**config.mk**
```make
export PLATFORM = sky130hd
export DESIGN_NAME = gf2m_mul_digit8_seq
export DESIGN_NICKNAME = d
export VERILOG_FILES = /design/src/rtl/gf2m_mul_digit8_seq.sv
export SDC_FILE = /design/constraint.sdc
export NUM_CORES = 1
export LEC_CHECK = 0
export BUFFER_PORTS_ARGS = -buffer_cell sky130_fd_sc_hd__buf_2
export CORE_MARGIN = 4
export CORE_UTILIZATION = 30
export DETAILED_ROUTE_END_ITERATION = 6
export GPL_TIMING_DRIVEN = 0
export SLEW_MARGIN = 20
export SYNTH_ARGS = -nofsm -noshare
export SYNTH_HDL_FRONTEND = slang
export SYNTH_SLANG_ARGS = --single-unit
```
**constraint.sdc**
```tcl
create_clock -name clk -period 2.4 [get_ports clk]
set_input_delay 0 -clock clk [delete_from_list [all_inputs] [get_ports clk]]
set_output_delay 0 -clock clk [all_outputs]
set_load 0.005 [all_outputs]
```
**src/rtl/gf2m_mul_digit8_seq.sv**
```systemverilog
// Digit-serial GF(2^16) multiplier, f(x) = x^16 + x^5 + x^3 + x^2 + 1, 8-bit digits of B MSB first.
// Optional multiply-accumulate (extra c_in operand) enabled by defining GF_MUL_MAC_EN.
module gf2m_mul_digit8_seq (
  input  logic        clk,
  input  logic        rst_n,
  input  logic        in_valid,
  output logic        in_ready,
  input  logic [15:0] a_in,
  input  logic [15:0] b_in,
`ifdef GF_MUL_MAC_EN
  input  logic [15:0] c_in,
`endif
  output logic        out_valid,
  input  logic        out_ready,
  output logic [15:0] q_out
);

  localparam int unsigned M  = 16;
  localparam int unsigned D  = 8;
  localparam int unsigned PW = M + D;
  localparam logic [M-1:0] POLY_LOW = 16'h002D;

  typedef enum logic [1:0] {IDLE, MUL, DONE} state_e;

  // Fold every coefficient of degree >= M back using x^16 = x^5 + x^3 + x^2 + 1.
  function automatic logic [M-1:0] reduce(input logic [PW-1:0] p);
    logic [PW-1:0] r;
    r = p;
    for (int i = PW - 1; i >= int'(M); i--) begin
      if (r[i]) r = r ^ (PW'(POLY_LOW) << (i - int'(M))) ^ (PW'(1) << i);
    end
    return r[M-1:0];
  endfunction

  // Carry-less 16x8 product.
  function automatic logic [PW-1:0] clmul(input logic [M-1:0] a, input logic [D-1:0] d);
    logic [PW-1:0] p;
    p = '0;
    for (int j = 0; j < int'(D); j++) begin
      if (d[j]) p = p ^ (PW'(a) << j);
    end
    return p;
  endfunction

  state_e         state_q, state_d;
  logic [1:0]     cnt_q, cnt_d;
  logic [M-1:0]   a_q, a_d;
  logic [M-1:0]   b_q, b_d;
  logic [M-1:0]   acc_q, acc_d;
  logic [M-1:0]   q_q, q_d;
  logic           in_ready_q, in_ready_d;
  logic           out_valid_q, out_valid_d;
  logic [D-1:0]   digit;
  logic [M-1:0]   acc_step;
`ifdef GF_MUL_MAC_EN
  logic [M-1:0]   c_q, c_d;
`endif

  assign in_ready  = in_ready_q;
  assign out_valid = out_valid_q;
  assign q_out     = q_q;

  // State register
  always_ff @(posedge clk or negedge rst_n) begin
    if (!rst_n) state_q <= IDLE;
    else        state_q <= state_d;
  end

  // Next-state logic; cnt 0/1 are digit cycles, cnt 2 loads the output register
  always_comb begin
    state_d = state_q;
    unique case (state_q)
      IDLE:    if (in_valid && in_ready_q) state_d = MUL;
      MUL:     if (cnt_q == 2'd2) state_d = DONE;
      DONE:    if (out_ready) state_d = IDLE;
      default: state_d = IDLE;
    endcase
  end

  // Horner step: acc * x^8 mod f, plus A * digit mod f
  always_comb begin
    digit    = (cnt_q == 2'd0) ? b_q[15:8] : b_q[7:0];
    acc_step = reduce({acc_q, D'(0)}) ^ reduce(clmul(a_q, digit));
`ifdef GF_MUL_MAC_EN
    if (cnt_q == 2'd1) acc_step = acc_step ^ c_q;
`endif
  end

  // Datapath and output next values
  always_comb begin
    cnt_d       = cnt_q;
    a_d         = a_q;
    b_d         = b_q;
    acc_d       = acc_q;
    q_d         = q_q;
    in_ready_d  = in_ready_q;
    out_valid_d = out_valid_q;
`ifdef GF_MUL_MAC_EN
    c_d         = c_q;
`endif
    unique case (state_q)
      IDLE: begin
        if (in_valid && in_ready_q) begin
          a_d        = a_in;
          b_d        = b_in;
`ifdef GF_MUL_MAC_EN
          c_d        = c_in;
`endif
          acc_d      = '0;
          cnt_d      = 2'd0;
          in_ready_d = 1'b0;
        end
      end
      MUL: begin
        if (cnt_q != 2'd2) begin
          acc_d = acc_step;
          cnt_d = cnt_q + 2'd1;
        end else begin
          q_d         = acc_q;
          out_valid_d = 1'b1;
        end
      end
      DONE: begin
        if (out_ready) begin
          out_valid_d = 1'b0;
          in_ready_d  = 1'b1;
        end
      end
      default: begin
        out_valid_d = 1'b0;
        in_ready_d  = 1'b1;
      end
    endcase
  end

  // Datapath registers
  always_ff @(posedge clk or negedge rst_n) begin
    if (!rst_n) begin
      cnt_q       <= 2'd0;
      a_q         <= '0;
      b_q         <= '0;
      acc_q       <= '0;
      q_q         <= '0;
      in_ready_q  <= 1'b1;
      out_valid_q <= 1'b0;
`ifdef GF_MUL_MAC_EN
      c_q         <= '0;
`endif
    end else begin
      cnt_q       <= cnt_d;
      a_q         <= a_d;
      b_q         <= b_d;
      acc_q       <= acc_d;
      q_q         <= q_d;
      in_ready_q  <= in_ready_d;
      out_valid_q <= out_valid_d;
`ifdef GF_MUL_MAC_EN
      c_q         <= c_d;
`endif
    end
  end

endmodule

```
=== After elaboration in Yosys (flattened, before gate mapping) ===
Index checks and enable logic that the tools add are counted.

* Register bits after elaboration: 70
* Input port bits: 36
* Output and inout bits: 18
* Logic and storage cells: 96

* Add/subtract/negate cells: 1
* Eq/ne operators: 9
* Mux-type cells: 41
* Bitwise logic cells: 27
* Reductions and logical operators: 10

{| class="wikitable"
|+ Operators with widths
! kind !! number
|-
| 24-bit two-way mux || 7
|-
| 4-bit inverter || 16
|-
| 16-bit two-way mux || 3
|-
| 16-bit case mux with 2 select lines || 1
|-
| 13-bit two-way mux || 2
|-
| 12-bit two-way mux || 2
|-
| 8-bit two-way mux || 3
|-
| 24-bit by 17-bit XOR with 24-bit output || 1
|-
| 24-bit by 18-bit XOR with 24-bit output || 1
|-
| 24-bit by 19-bit XOR with 24-bit output || 1
|-
| 24-bit by 20-bit XOR with 24-bit output || 1
|-
| 24-bit by 21-bit XOR with 24-bit output || 1
|-
| 24-bit by 22-bit XOR with 24-bit output || 1
|-
| 24-bit by 23-bit XOR with 24-bit output || 1
|-
| 11-bit two-way mux || 2
|-
| 10-bit two-way mux || 2
|-
| 9-bit two-way mux || 2
|-
| 16-bit XOR || 1
|-
| 7-bit two-way mux || 2
|-
| 6-bit two-way mux || 2
|-
| 2-bit != test (second input constant) || 6
|-
| 3-bit AND reduction || 4
|-
| 2-bit two-way mux || 5
|-
| 1-bit case mux with 3 select lines || 2
|-
| other kinds (11) || 19
|}

=== Longest topological paths before layout ===
* Depth in word-level cells: 36
* Gate-level depth with buffers: 12
* Depth with buffers taken out: 10

=== Worst setup path after synthesis ===
OpenSTA, ideal clock, no wires.

* Kind: register to register
* From: register cnt_q[0]
* To: register acc_q[5]
* Library setup time: 77 ps
* Arrival time: 2330 ps
* Required time: 2323 ps
* Path slack: -7 ps
* Cell stages (with the launch flop): 12
* Buffers on the path: 1
* Clock period less this slack: 2407 ps
* Path through: dfrtp_1 inv_1 ha_1 buf_6 mux2_4 nand2_1 xnor2_1 xnor2_1 xnor2_2 xnor3_1 xor2_1 o21ai_1

* Cells in the longest elaborated chain, start to end: 32
* Elaborated cells on any way between the ends: 35
* Classes of those cells: eq/ne: 2; mux: 19; bitwise: 12; reduce/logical: 2

{| class="wikitable"
|+ RTL lines
! element !! line !! source
|-
| start: declaration || 46 || <nowiki>logic [1:0] cnt_q, cnt_d;</nowiki>
|-
| start signal: assignment || 150 || <nowiki>cnt_q <= cnt_d;</nowiki>
|-
| 2-bit zero test || 82 || <nowiki>digit = (cnt_q == 2'd0) ? b_q[15:8] : b_q[7:0];</nowiki>
|-
| 8-bit two-way mux || 82 ||
|-
| 16-bit two-way mux || 40 || <nowiki>if (d[j]) p = p ^ (PW'(a) << j);</nowiki>
|-
| 24-bit by 17-bit XOR with 24-bit output || 40 ||
|-
| 24-bit two-way mux || 40 ||
|-
| 24-bit by 18-bit XOR with 24-bit output || 40 ||
|-
| 24-bit two-way mux || 40 ||
|-
| 24-bit by 19-bit XOR with 24-bit output || 40 ||
|-
| [... 16 more ...] || - ||
|-
| 4-bit inverter (no source line) || - ||
|-
| 8-bit two-way mux || 30 || <nowiki>if (r[i]) r = r ^ (PW'(POLY_LOW) << (i - int'(M))) ^ (PW'(1) << i);</nowiki>
|-
| 7-bit two-way mux || 30 ||
|-
| 4-bit inverter (no source line) || - ||
|-
| 6-bit two-way mux || 30 ||
|-
| 16-bit XOR || 83 || <nowiki>acc_step = reduce({acc_q, D'(0)}) ^ reduce(clmul(a_q, digit));</nowiki>
|-
| 16-bit two-way mux || 115 || <nowiki>if (cnt_q != 2'd2) begin</nowiki>
|-
| 16-bit case mux with 2 select lines || 101 || <nowiki>unique case (state_q)</nowiki>
|-
| end signal: assignment || 142 || <nowiki>acc_q <= '0;</nowiki>
|-
| end signal: assignment || 153 || <nowiki>acc_q <= acc_d;</nowiki>
|-
| end: declaration || 49 || <nowiki>logic [M-1:0] acc_q, acc_d;</nowiki>
|}

Parallel ways exist; a longest one is shown, timed or not. The select of a mux whose other input is x is not followed.
A chain may end at the register's enable or synchronous reset.

=== Worst setup path after layout ===
* From: register cnt_q[1]
* To: register acc_q[5]

The elaborated chain is that of the path after synthesis.

==> impl_metrics.xml <==
<?xml version="1.0" encoding="UTF-8"?>
<metrics>
  <group name="outcome">
    <metric name="outcome" unit="">complete, but fails checks</metric>
    <metric name="violations_in_the_final_reports" unit="">negative setup slack</metric>
  </group>
  <group name="timing">
    <metric name="max_clock_freq" unit="MHz">381</metric>
    <metric name="post-route-worst-setup-slack" unit="ns">-0.227</metric>
    <metric name="worst_slew_pin_slew" unit="ns">0.647</metric>
    <metric name="max-slew-margin-rel" unit="">0.569</metric>
    <metric name="timing.final.crit_share" unit="">1.09</metric>
    <metric name="hold_viol" unit="">0</metric>
    <metric name="rsz0062_at_grt" unit="">true</metric>
    <metric name="setup-violations-final" unit="">11</metric>
    <metric name="final_report_max_slew_violation_count" unit="">0</metric>
    <metric name="fin_crit" unit="ns">2.63</metric>
    <metric name="timing.clock.skew" unit="ns">0.00643</metric>
  </group>
  <group name="cells_and_area">
    <metric name="layout-area-overhead-vs-synth" unit="%">38.2</metric>
    <metric name="antenna_diode_count" unit="">0</metric>
    <metric name="finalNetCount" unit="">645</metric>
    <metric name="drive_gt1_frac" unit="">0.356</metric>
    <metric name="layout.cells.most_common_list" unit="">nand2_1 (122), xnor2_1 (90), dfrtp_1 (69)</metric>
    <metric name="layoutNonFillerInstCount" unit="">800</metric>
    <metric name="ff_latch_area" unit="mm2">0.00175</metric>
    <metric name="multi_input_area" unit="mm2">0.00309</metric>
    <metric name="filler_cell_count" unit="">1443</metric>
    <metric name="layout_commonest_cell" unit="">nand2_1</metric>
  </group>
  <group name="clocking">
    <metric name="worstSkewPairLatency" unit="ns">0.34</metric>
    <metric name="tritoncts" unit="">done</metric>
    <metric name="cts-htree-levels" unit="">3</metric>
    <metric name="cts_root_buf" unit="">clkbuf_16</metric>
    <metric name="clock_sinks" unit="">70</metric>
    <metric name="cts-buffers-inserted" unit="">9</metric>
    <metric name="clock_slew_at_reported_path_ffs" unit="ns">0.06</metric>
    <metric name="cts-root-to-sink-buffers" unit="">2</metric>
  </group>
  <group name="logic_synthesis">
    <metric name="synth_compound_area_frac" unit="">0.0305</metric>
    <metric name="synthesis.area" unit="mm2">0.00467</metric>
    <metric name="yosys-top-cells-area" unit="">dfrtp_1 (37%), xnor2_1 (20%), mux2_2 (12%)</metric>
    <metric name="net_count_of_the_mapped_netlist" unit="">523</metric>
    <metric name="yosys_register_bits" unit="">70</metric>
    <metric name="synth_adder_area_share" unit="">0.00536</metric>
    <metric name="post_synth_xor_area_fraction" unit="">0.289</metric>
    <metric name="gate_count_after_technology_mapping" unit="">485</metric>
    <metric name="synth.top_cell.area_share" unit="">0.370</metric>
    <metric name="cell_taking_the_most_area_after_synthesis" unit="">dfrtp_1</metric>
    <metric name="main_combinational_cell_family_by_area_after_synthesis" unit="">XOR/XNOR gates</metric>
    <metric name="yosys-mux-area-fraction" unit="">0.143</metric>
    <metric name="yosys.cell_types.count" unit="">28</metric>
    <metric name="seq_area_frac_synth" unit="">0.375</metric>
    <metric name="yosysWarningCount" unit="">0</metric>
    <metric name="post_synthesis_share_of_cell_area_spent_on_and_or_nand_and_nor_gates" unit="">0.124</metric>
    <metric name="syn_avg_cell_area" unit="um2">9.63</metric>
  </group>
  <group name="floorplanning">
    <metric name="starting_utilization_of_the_core_area" unit="">0.307</metric>
    <metric name="placement_rows" unit="">45</metric>
    <metric name="dieHeight" unit="um">133</metric>
    <metric name="num_io_pins" unit="">54</metric>
    <metric name="floorplan.die_area" unit="mm2">0.0176</metric>
    <metric name="die_width" unit="um">133</metric>
    <metric name="coreArea" unit="mm2">0.0152</metric>
  </group>
  <group name="drt">
    <metric name="number_of_violations_reported_at_the_end_of_detailed_routing_iteration_0" unit="">226</metric>
    <metric name="top_layer" unit="">met4</metric>
    <metric name="wl_met1" unit="mm">5.20</metric>
    <metric name="detail_route.drc_violations" unit="">0</metric>
    <metric name="detail_route.first_pass.iterations" unit="">4</metric>
    <metric name="ant_nets" unit="">0</metric>
    <metric name="wirelength" unit="mm">11.9</metric>
    <metric name="wl_per_cell" unit="um">14.8</metric>
    <metric name="met3WireLength" unit="um">861</metric>
    <metric name="met2_length" unit="mm">5.59</metric>
    <metric name="route.vias.total" unit="">3669</metric>
    <metric name="drt-vias-per-instance" unit="">4.59</metric>
  </group>
  <group name="setup_path">
    <metric name="endpoint_arrival_time_on_the_critical_path" unit="ns">2.89</metric>
    <metric name="endpoint_kind" unit="">flop</metric>
    <metric name="start_kind" unit="">flop</metric>
    <metric name="path_class" unit="">flop to flop</metric>
    <metric name="critical_path_required" unit="ns">2.67</metric>
    <metric name="critical_path_peak_fanout" unit="">8</metric>
  </group>
  <group name="grt">
    <metric name="grt_overflow_total" unit="">0</metric>
    <metric name="grt_pass1_vias" unit="">3753</metric>
    <metric name="grt_pass1_wl" unit="mm">19.2</metric>
    <metric name="grt_start_max_net_pins" unit="">46</metric>
    <metric name="grt.total_usage" unit="">0.135</metric>
    <metric name="initial_antenna_violation_count" unit="">0</metric>
  </group>
  <group name="job">
    <metric name="maxCapViolCount" unit="">0</metric>
  </group>
  <group name="place">
    <metric name="dp.cells" unit="">727</metric>
    <metric name="buffer_ports.inserted" unit="">53</metric>
    <metric name="finalWeightedCongestion" unit="">0.883</metric>
    <metric name="place_hpwl" unit="mm">8.34</metric>
  </group>
  <group name="hold_path">
    <metric name="hold_path.class" unit="">input pin to async pin</metric>
  </group>
</metrics>
==> state kept, by name, indices dropped and copies added, names as in the netlist <==
| name | cells |
|---|---|
| a_q | 16 |
| acc_q | 16 |
| b_q | 16 |
| cnt_q | 2 |
| in_ready | 1 |
| out_valid | 1 |
| q_out | 16 |
| state_q | 2 |
==> per-layer routing <==
| metal | track usage | vias up |
|---|---|---|
| met5 | 0 | - |
| met4 | 0.0387 | 0 |
| met3 | 0.0342 | 19 |
| met2 | 0.218 | 114 |
| met1 | 0.180 | 1769 |
| li1 | - | 1767 |
==> Yosys cell counts (all sizes together) <==
cell type / instances
dfstp: 1
nor2: 3
mux2: 57
inv: 4
buf: 7
dfrtp: 69
a21oi: 2
xnor3: 1
nand2b: 1
nor2b: 2
ha: 2
a22o: 7
nand2: 141
o22a: 1
o31ai: 1
clkbuf: 26
nor4bb: 1
xnor2: 111
xor2: 37
o21ai: 11
==> final timing paths <==
check                      startpoint       end  slack [ns]  cells after the start
setup reg to reg             cnt_q[1]  acc_q[5]       -0.23                     11
hold reg to reg              q_out[6]  q_out[6]        0.50                      1
setup / recovery             cnt_q[1]  acc_q[5]       -0.23                     11
max in group asynchronous       rst_n  in_ready        1.69                      3
min in group clk             b_in[15]   b_q[15]        0.42                      3
hold / removal                  rst_n   b_q[12]        0.11                      2
==> layout make-up <==
class | count | share of cell area
Inverter | 4 | 0.00233
Clock inverter | 5 | 0.00872
Tap cell | 188 | 0.0364
Sequential cell | 70 | 0.272
Clock buffer | 11 | 0.0392
Buffer | 32 | 0.0324
Timing Repair Buffer | 112 | 0.131
Multi-Input combinational cell | 378 | 0.478
==> critical path, cell delays in order, from the launching register on <==
cell and delay [ns]:
dfrtp_1 0.39, inv_2 0.08, ha_4 0.17, buf_12 0.14, mux2_4 0.37, nand2_2 0.11, xnor2_2 0.09, xnor2_2 0.25
xnor2_2 0.17, xnor3_2 0.49, xor2_2 0.17, o21ai_1 0.13
==> per-stage QoR <==
stage	instance area [um2]	utilization	hold slack [ns]	TNS (ns)	setup slack, ns
floorplan	4670	-	-0.296	0	0.00717
global placement	5170	0.340	0.209	-3.38	-0.425
detailed placement	5200	0.342	-0.0649	-3.82	-0.477
CTS	6110	0.402	0.116	-1.20	-0.214
global route	6450	0.425	0.140	-3.01	-0.336
finish	6450	0.425	0.106	-1.33	-0.227
==> cell families (layout without fill, tap and decap cells) <==
group,Yosys count,in the layout
compound gates,22,22
xor+xnor,149,149
fa+ha+maj,2,2
buf+inv,37,164
flops,70,70
mux,57,57
simple gates,148,148
==> what timing repair did <==
item | 4_1_cts | 5_1_grt
hold buffers | 35 | 0
setup endpoints to repair | 16 | 16
endpoints found under the hold margin | 104 | 0
pin swaps | 25 | 41
buffers inserted | 13 | 10
resized for setup | 38 | 56
Power is left out: the tool's default activity adds up to more than one toggle a clock period on the data nets, which glitch-free logic cannot reach.
